$ cat config.mk
export PLATFORM = sky130hd
export DESIGN_NAME = fifo_rdlat
export DESIGN_NICKNAME = d
export VERILOG_FILES = /design/src/rtl/fifo_rdlat.sv
export SDC_FILE = /design/constraint.sdc
export NUM_CORES = 1
export LEC_CHECK = 0
export ABC_AREA = 1
export CAP_MARGIN = 15
export CORE_UTILIZATION = 55
export DETAILED_ROUTE_END_ITERATION = 8
export GPL_ROUTABILITY_DRIVEN = 0
export GPL_TIMING_DRIVEN = 0
export HOLD_SLACK_MARGIN = 0.08
export PLACE_DENSITY_LB_ADDON = 0.08
export SLEW_MARGIN = 40
export SYNTH_ARGS = -nofsm -noshare
export SYNTH_HDL_FRONTEND = slang
export SYNTH_SLANG_ARGS = --single-unit
$ cat constraint.sdc
create_clock -name clock -period 10.1 [get_ports clock]
set_clock_uncertainty 0.2 [all_clocks]
set_input_delay 2.02 -clock clock [delete_from_list [all_inputs] [get_ports clock]]
set_output_delay 2.02 -clock clock [all_outputs]
set_load 0.005 [all_outputs]
$ cat src/rtl/fifo_rdlat.sv
// Single-clock FIFO with registered status flags and an L-stage read-data pipeline.
// The read_en strobe leaves the pipeline in the same cycle as its data word.
module fifo_rdlat #(
  parameter int DATA_WIDTH   = 32,
  parameter int FIFO_DEPTH   = 16,
  parameter int READ_LATENCY = 4,
  parameter int AF_LEVEL     = FIFO_DEPTH - 2,
  parameter int AE_LEVEL     = 2
) (
  input  logic                          clock,
  input  logic                          reset,
  input  logic                          push,
  input  logic [DATA_WIDTH-1:0]         data_in,
  input  logic                          pop,
  output logic [DATA_WIDTH-1:0]         data_out,
  output logic                          read_en,
  output logic                          full,
  output logic                          empty,
  output logic                          almost_full,
  output logic                          almost_empty,
  output logic [$clog2(FIFO_DEPTH):0]   count,
  output logic                          overflow,
  output logic                          underflow
);

  localparam int AW = $clog2(FIFO_DEPTH);
  localparam int CW = AW + 1;

  logic [DATA_WIDTH-1:0]   r_mem [FIFO_DEPTH];
  logic [AW-1:0]           r_wr_ptr;
  logic [AW-1:0]           r_rd_ptr;
  logic [CW-1:0]           r_count;
  logic [CW-1:0]           w_count_nxt;
  logic                    r_full;
  logic                    r_empty;
  logic                    r_af;
  logic                    r_ae;
  logic                    r_ovf;
  logic                    r_unf;
  logic                    w_wr_acc;
  logic                    w_rd_acc;
  logic [READ_LATENCY-1:0] r_pipe_vld;
  logic [DATA_WIDTH-1:0]   r_pipe_data [READ_LATENCY];

  // Full/empty are the pre-edge occupancy, so there is no push-to-pop bypass.
  assign w_wr_acc = push & ~r_full;
  assign w_rd_acc = pop & ~r_empty;

  always_comb begin
    w_count_nxt = r_count;
    case ({w_wr_acc, w_rd_acc})
      2'b10:   w_count_nxt = r_count + CW'(1'b1);
      2'b01:   w_count_nxt = r_count - CW'(1'b1);
      default: w_count_nxt = r_count;
    endcase
  end

  always_ff @(posedge clock) begin
    if (w_wr_acc) begin
      r_mem[r_wr_ptr] <= data_in;
    end
  end

  // Flags are computed from the next count so they never lag the occupancy.
  always_ff @(posedge clock or posedge reset) begin
    if (reset) begin
      r_wr_ptr <= {AW{1'b0}};
      r_rd_ptr <= {AW{1'b0}};
      r_count  <= {CW{1'b0}};
      r_full   <= 1'b0;
      r_empty  <= 1'b1;
      r_af     <= 1'b0;
      r_ae     <= 1'b1;
      r_ovf    <= 1'b0;
      r_unf    <= 1'b0;
    end else begin
      if (w_wr_acc) begin
        r_wr_ptr <= r_wr_ptr + AW'(1'b1);
      end
      if (w_rd_acc) begin
        r_rd_ptr <= r_rd_ptr + AW'(1'b1);
      end
      r_count <= w_count_nxt;
      r_full  <= (w_count_nxt == CW'(FIFO_DEPTH));
      r_empty <= (w_count_nxt == {CW{1'b0}});
      r_af    <= (w_count_nxt >= CW'(AF_LEVEL));
      r_ae    <= (w_count_nxt <= CW'(AE_LEVEL));
      r_ovf   <= push & r_full;
      r_unf   <= pop & r_empty;
    end
  end

  // Each stage loads data only behind a valid bit, so the output holds its last word.
  always_ff @(posedge clock or posedge reset) begin
    if (reset) begin
      r_pipe_vld <= {READ_LATENCY{1'b0}};
      for (int i = 0; i < READ_LATENCY; i++) begin
        r_pipe_data[i] <= {DATA_WIDTH{1'b0}};
      end
    end else begin
      r_pipe_vld[0] <= w_rd_acc;
      if (w_rd_acc) begin
        r_pipe_data[0] <= r_mem[r_rd_ptr];
      end
      for (int i = 1; i < READ_LATENCY; i++) begin
        r_pipe_vld[i] <= r_pipe_vld[i-1];
        if (r_pipe_vld[i-1]) begin
          r_pipe_data[i] <= r_pipe_data[i-1];
        end
      end
    end
  end

  assign data_out     = r_pipe_data[READ_LATENCY-1];
  assign read_en      = r_pipe_vld[READ_LATENCY-1];
  assign full         = r_full;
  assign empty        = r_empty;
  assign almost_full  = r_af;
  assign almost_empty = r_ae;
  assign count        = r_count;
  assign overflow     = r_ovf;
  assign underflow    = r_unf;

endmodule

==> run_results.csv, run 1 <==
group,metric,value,unit
logic_synthesis,netlist.area_leader.share,57.9,%
sta,fin_crit,4.64,ns
power_and_ir_drop,p_leak,12.0,nW
clock_tree,cts_root_buf,"clkbuf_16",
logic_synthesis,synth_top_area_cell,"edfxtp_1",
finish,area_growth,17.5,%
setup_path,critPathLaunchType,"primary input",
route,vias_per_cell,5.71,
sta,relSlewSlack,38.2,%
placement,dp_hpwl,46800,um
logic_synthesis,syn_avg_cell_area,11.9,um2
logic_synthesis,syn_inst,2237,
power_and_ir_drop,peakVddDrop,0.184,mV
placement,placement.io_buffers,79,
die,core,47600,um2
setup_path,crit_family,"buffers and inverters",
finish,stdcell_count,3092,
logic_synthesis,yosys-top-cells-area,"edfxtp_1 58%, dfrtp_1 14%, nand2_1 9.6%, nand3_1 7.2%, a21oi_1 1.8%",
sta,fmax,216,MHz
route,via_count,17653,
clock_tree,postCtsHoldBufs,0,
setup_path,critPathCaptureType,"flop",
setup_path,critical_path_buf_inv_count,8,
clock_tree,clkTransAtPathRegs,0.06,ns
sta,setup_tns,0,ns
clock_tree,post_cts_buffers,0,
sta,slew_violations,0,
setup_path,worstSetupPathType,"in -> reg",
clock_tree,cts_resized,0,
finish,register_area,19200,um2
sta,setup_violations,0,
die,die_w,222,um
finish,antenna_cells,0,
job,drv_cap,0,
route,drt_iter0_drc,2090,
setup_path,path_max_fanout,12,
status,status,"finished, final reports clean",
sta,hold-worst-slack,0.166,ns
clock_tree,cts_tree,"built",
sta,rsz0062_at_grt,"false",
sta,tightest_slew,0.927,ns
route,drc_errors,0,
die,ioPinCount,80,
finish,multi_input_area,6210,um2
route,detail-route-antenna-nets,0,
die,dieArea,49200,um2
placement,numPlacedInstances,2965,
setup_path,slowest_stage,"clkdlybuf4s50_1",
clock_tree,cts_buffer_depth,3,
route,wl_per_cell,22.7,um
route,drt_wl_total,70300,um
route,first_pass_iters,6,
logic_synthesis,synth_fp_nets,2281,
die,start_util,55.7,%
clock_tree,cts_made_buffers,70,
setup_path,max_stage_delay,0.48,ns
clock_tree,clkLatencyLatePin,0.62,ns
grt,overflow,0,
die,num_rows,80,
logic_synthesis,seq_area_frac_synth,72.1,%
finish,fin_util,65.5,%
worst_hold_path,hp-class,"reg -> reg",
sta,finalHoldViolCount,0,
grt,grt_max_degree,73,
setup_path,arrival,4.97,ns
finish,drive_gt1_share,12.3,%
grt,grtUsageTotal,29.2,%
setup_path,path_cells,"clkdlybuf4s50_1 -> inv_1 -> nor2_1 -> buf_2 -> buf_2 -> ha_1 -> buf_2 -> nand2_1 -> inv_1 -> nor2_2 -> ha_1 -> inv_1 -> nand2_1 -> inv_1 -> nand2_1 -> nand3_1 -> nand2_1 -> nor2_1 -> nand3_1 -> nor2_1",
clock_tree,cts-htree-levels,3,
grt,grt_pass1_wl,105000,um
power_and_ir_drop,p_per_area,306,nW/um2
logic_synthesis,synth-seq-cells,663,
finish,fin_nets,2466,
finish,n_fill_cell,3482,
grt,antenna_found_initial,0,
logic_synthesis,ys_warn_count,0,
grt,grt_pass1_vias,16788,
clock_tree,cts_sinks,663,
die,die_h,222,um
logic_synthesis,synth.distinct_cells,32,
sta,period_share,45.9,%
setup_path,cp.required,10.44,ns
logic_synthesis,netlist_area,26600,um2
## routing by layer
| layer | global-route usage [%] | routed length, um |
|---|---|---|
| met1 | 40.1 | 28100 |
| met5 | 0 | 0 |
| met4 | 8.98 | 1720 |
| met2 | 47.5 | 33800 |
| met3 | 5.78 | 6660 |
## worst register-to-register path, stage by stage, from the launching register on
cell	delay, ns
dfstp_2	0.37
nor2_1	0.18
buf_2	0.32
buf_2	0.40
ha_1	0.21
buf_2	0.19
nand2_1	0.07
inv_1	0.08
nor2_2	0.05
ha_1	0.17
inv_1	0.05
nand2_1	0.09
inv_1	0.06
nand2_1	0.05
nand3_1	0.10
nand2_1	0.10
nor2_1	0.10
nand3_1	0.10
nor2_1	0.15
## path summary, 6_finish.rpt
| check | startpoint | endpoint | slack (ns) | cells past startpoint |
|---|---|---|---|---|
| setup / recovery | pop | full | 5.46 | 20 |
| setup reg to reg | empty | full | 7.03 | 18 |
| hold reg to reg | r_pipe_vld[2] | r_pipe_vld[3] | 0.17 | 0 |
| max in group asynchronous | reset | data_out[26] | 7.22 | 4 |
| hold / removal | r_pipe_vld[2] | r_pipe_vld[3] | 0.17 | 0 |
| min in group asynchronous | reset | overflow | 1.51 | 2 |
## kinds of logic (layout without fill, tap and decap cells)
group / Yosys count / count (layout) / share of synthesized area (%)
fa+ha+maj: 8 / 8 / 0.377
mux: 32 / 32 / 1.36
simple gates: 1158 / 1158 / 18.2
xor+xnor: 8 / 8 / 0.264
compound gates: 144 / 144 / 2.75
flops: 663 / 663 / 72.1
buf+inv: 224 / 464 / 4.93
## cell usage in the layout, fill, tap and decap left out, types with 3 or more instances in the layout
cell type	instances
clkdlybuf4s50_1	79
xor2_1	7
inv_6	5
nor2_1	78
clkbuf_8	11
dfrtp_1	149
buf_1	11
clkbuf_2	3
buf_16	19
ha_1	8
buf_2	32
buf_6	24
mux2_2	30
nand3_1	380
nor2_4	16
buf_4	57
clkbuf_1	60
clkinv_2	10
clkbuf_16	73
nand2_1	680
edfxtp_1	512
inv_1	56
o21ai_0	39
a21oi_1	98
buf_8	16
## flip-flops by register name, indices dropped and copies added (netlist names)
name	count
r_mem	512
count	5
r_rd_ptr	4
almost_full	1
r_pipe_vld	4
r_pipe_data	96
overflow	1
almost_empty	1
empty	1
underflow	1
data_out	32
r_wr_ptr	4
full	1
## metrics by stage
step                setup slack (ns)  power [mW]  cell area (um2)
finish                          5.46        9.55            31200
global route                    5.27        10.0            31200
CTS                             5.50        9.54            31200
detailed placement              4.87        7.07            29000
global placement                1.77        6.91            28100
floorplan                       3.82        5.69            26600
## synthesized netlist by cell type
master,n
nand2_1,680
edfxtp_1,512
nand3_1,380
dfrtp_1,149
a21oi_1,98
nor2_1,94
buf_4,57
inv_1,57
o21ai_0,39
clkbuf_1,38
buf_2,32
mux2_2,30
buf_6,24
buf_1,11
ha_1,8
xor2_1,7
a21boi_1,2
dfstp_2,2
mux2_1,2
o21ai_1,2
o22ai_1,2
buf_12,1
buf_8,1
clkbuf_2,1
inv_2,1
inv_6,1
nand3b_1,1
nand4_1,1
nor2_2,1
nor3_1,1
o21a_1,1
xnor2_1,1
## where the power goes
group	internal, mW	switching (mW)	leakage (nW)
Clock	1.44	1.03	1.08
Sequential	3.45	0.233	6.38
Combinational	1.19	2.21	4.57
## final cells by class
cell class / count / area share (%)
sequential: 663 / 61.4
multi-input combinational: 1350 / 19.9
clock buffer: 108 / 6.63
timing repair buffer: 113 / 4.93
buffer: 165 / 3.48
tap: 615 / 2.47
inverter: 59 / 0.750
clock inverter: 19 / 0.441
(Power assumes the default switching activity.)
==> inputs of run 2 (changes only) <==
==> constraint.sdc (replaced) <==
create_clock -name clock -period 4.1 [get_ports clock]
set_clock_uncertainty 0.2 [all_clocks]
set_input_delay 0.82 -clock clock [delete_from_list [all_inputs] [get_ports clock]]
set_output_delay 0.82 -clock clock [all_outputs]
set_load 0.005 [all_outputs]
==> run_results.csv, run 2 (same netlist as run 1, synthesis figures left out) <==
group,metric,value,unit
status,status,"finished, final reports clean",
die,start_util,55.7,%
finish,fin_nets,2470,
power_and_ir_drop,p_per_area,749,nW/um2
grt,grtUsageTotal,29.1,%
setup_path,critical_path_depth,20,
finish,mostFrequentLayoutCell,"nand2_1",
setup_path,reg2reg_to,"full",
finish,multi_input_area,6210,um2
finish,largest-register,"r_mem",
worst_hold_path,hp-class,"reg -> reg",
clock_tree,cts-htree-levels,3,
finish,n_fill_cell,3576,
die,dieArea,49200,um2
sta,fin_ws,0.645,ns
clock_tree,cts_tree,"built",
setup_path,critPathLaunchType,"primary input",
route,drc_errors,0,
setup_path,max_stage_delay,0.48,ns
worst_hold_path,holdPathStages,0,
clock_tree,post_cts_buffers,0,
die,die_h,222,um
route,drt_iter0_drc,2005,
sta,fin_crit,3.45,ns
finish,largest_register_ffs,512,
route,wl_per_cell,22.7,um
route,detail-route-antenna-nets,0,
sta,setup_violations,0,
route,via_count,17646,
setup_path,endpoint,"full",
die,ioPinCount,80,
sta,finalHoldViolCount,0,
sta,rsz0062_at_grt,"false",
setup_path,slowest_stage,"clkdlybuf4s50_1",
setup_path,crit_family,"buffers and inverters",
finish,antenna_cells,0,
clock_tree,clkLatencyLatePin,0.61,ns
die,die_w,222,um
clock_tree,cts_sinks,663,
finish,area_growth,17.3,%
setup_path,reg2regPathDepth,18,
placement,placement.io_buffers,79,
placement,post-place-ws,0.0556,ns
clock_tree,cts_root_buf,"clkbuf_16",
sta,fmax,289,MHz
die,num_rows,80,
setup_path,path_cells,"clkdlybuf4s50_1 -> inv_1 -> nor2_1 -> buf_2 -> buf_2 -> ha_1 -> buf_2 -> nand2_1 -> inv_1 -> nor2_2 -> ha_1 -> inv_1 -> nand2_1 -> inv_1 -> nand2_1 -> nand3_1 -> nand2_1 -> nor2_1 -> nand3_1 -> nor2_1",
placement,place_area,29100,um2
die,core,47600,um2
grt,grt_pass1_vias,17059,
finish,stdcell_count,3095,
sta,relSlewSlack,39.1,%
setup_path,critPathCaptureType,"flop",
setup_path,arrival,3.78,ns
clock_tree,cts_made_buffers,70,
route,vias_per_cell,5.70,
setup_path,critical_path_buf_inv_count,8,
power_and_ir_drop,peakVddDrop,0.469,mV
sta,tightest_slew,0.914,ns
clock_tree,postCtsHoldBufs,0,
setup_path,r2r-start,"empty",
power_and_ir_drop,p_leak,12.0,nW
placement,dp_hpwl,47200,um
placement,numPlacedInstances,2969,
setup_path,r2r_slack,1.01,ns
sta,setup_tns,0,ns
grt,overflow,0,
finish,stdcell_area,31200,um2
clock_tree,cts_resized,0,
sta,slew_violations,0,
grt,grt_pass1_wl,105000,um
sta,period_share,84.3,%
grt,antenna_found_initial,1,
job,drv_cap,0,
finish,drive_gt1_share,12.3,%
route,drt_wl_total,70100,um
setup_path,path_max_fanout,12,
setup_path,cp.required,4.42,ns
clock_tree,clkTransAtPathRegs,0.06,ns
finish,register_area,19200,um2
setup_path,worstSetupPathType,"in -> reg",
finish,final_cell_mix,"680 x nand2_1, 512 x edfxtp_1, 380 x nand3_1",
clock_tree,cts_buffer_depth,3,
route,first_pass_iters,5,
setup_path,startpoint,"pop",
grt,grt_max_degree,28,
-- run 2: area by class of cell --
class | count | share of cell area (%)
inverters | 59 | 0.739
repair buffers | 117 | 5.13
flip-flops and latches | 663 | 61.5
clock buffers | 94 | 6.11
clock inverters | 32 | 0.635
multi-input cells | 1350 | 19.9
well taps | 615 | 2.47
plain buffers | 165 | 3.49
-- run 2: layer usage --
layer | vias to the layer above | part of all wire, % | wire [um] | track usage [%]
met5 | - | 0.017 | 12 | 0
met4 | 2 | 3.0 | 2080 | 11.2
met3 | 151 | 9.8 | 6850 | 5.98
met2 | 886 | 48 | 33300 | 46.5
met1 | 8533 | 40 | 27800 | 39.4
li1 | 8074 | - | - | -
-- run 2: through the flow --
stage,total power [mW],util (%),hold WS (ns)
floorplan,14.0,-,0.152
CTS,23.3,65.4,0.175
finish,23.3,65.4,0.173
detailed placement,17.4,61.0,0.159
global placement,17.0,59.0,0.157
global route,24.4,65.4,0.178
-- run 2: how the worst min path moves through the flow --
stage	startpoint	endpoint	slack, ns
after detailed placement	r_pipe_vld[2]	r_pipe_vld[3]	0.16
after CTS	r_pipe_vld[2]	r_pipe_vld[3]	0.17
final	r_pipe_vld[2]	r_pipe_vld[3]	0.17
after floorplan	r_pipe_vld[0]	r_pipe_vld[1]	0.15
after global routing	r_pipe_vld[2]	r_pipe_vld[3]	0.18
after global placement	r_pipe_vld[1]	r_pipe_vld[2]	0.16
-- run 2: where the power goes --
part / switching (mW) / internal (mW)
clock: 2.54 / 3.33
sequential: 0.579 / 8.51
combinational: 5.43 / 2.93
total: 8.56 / 14.8
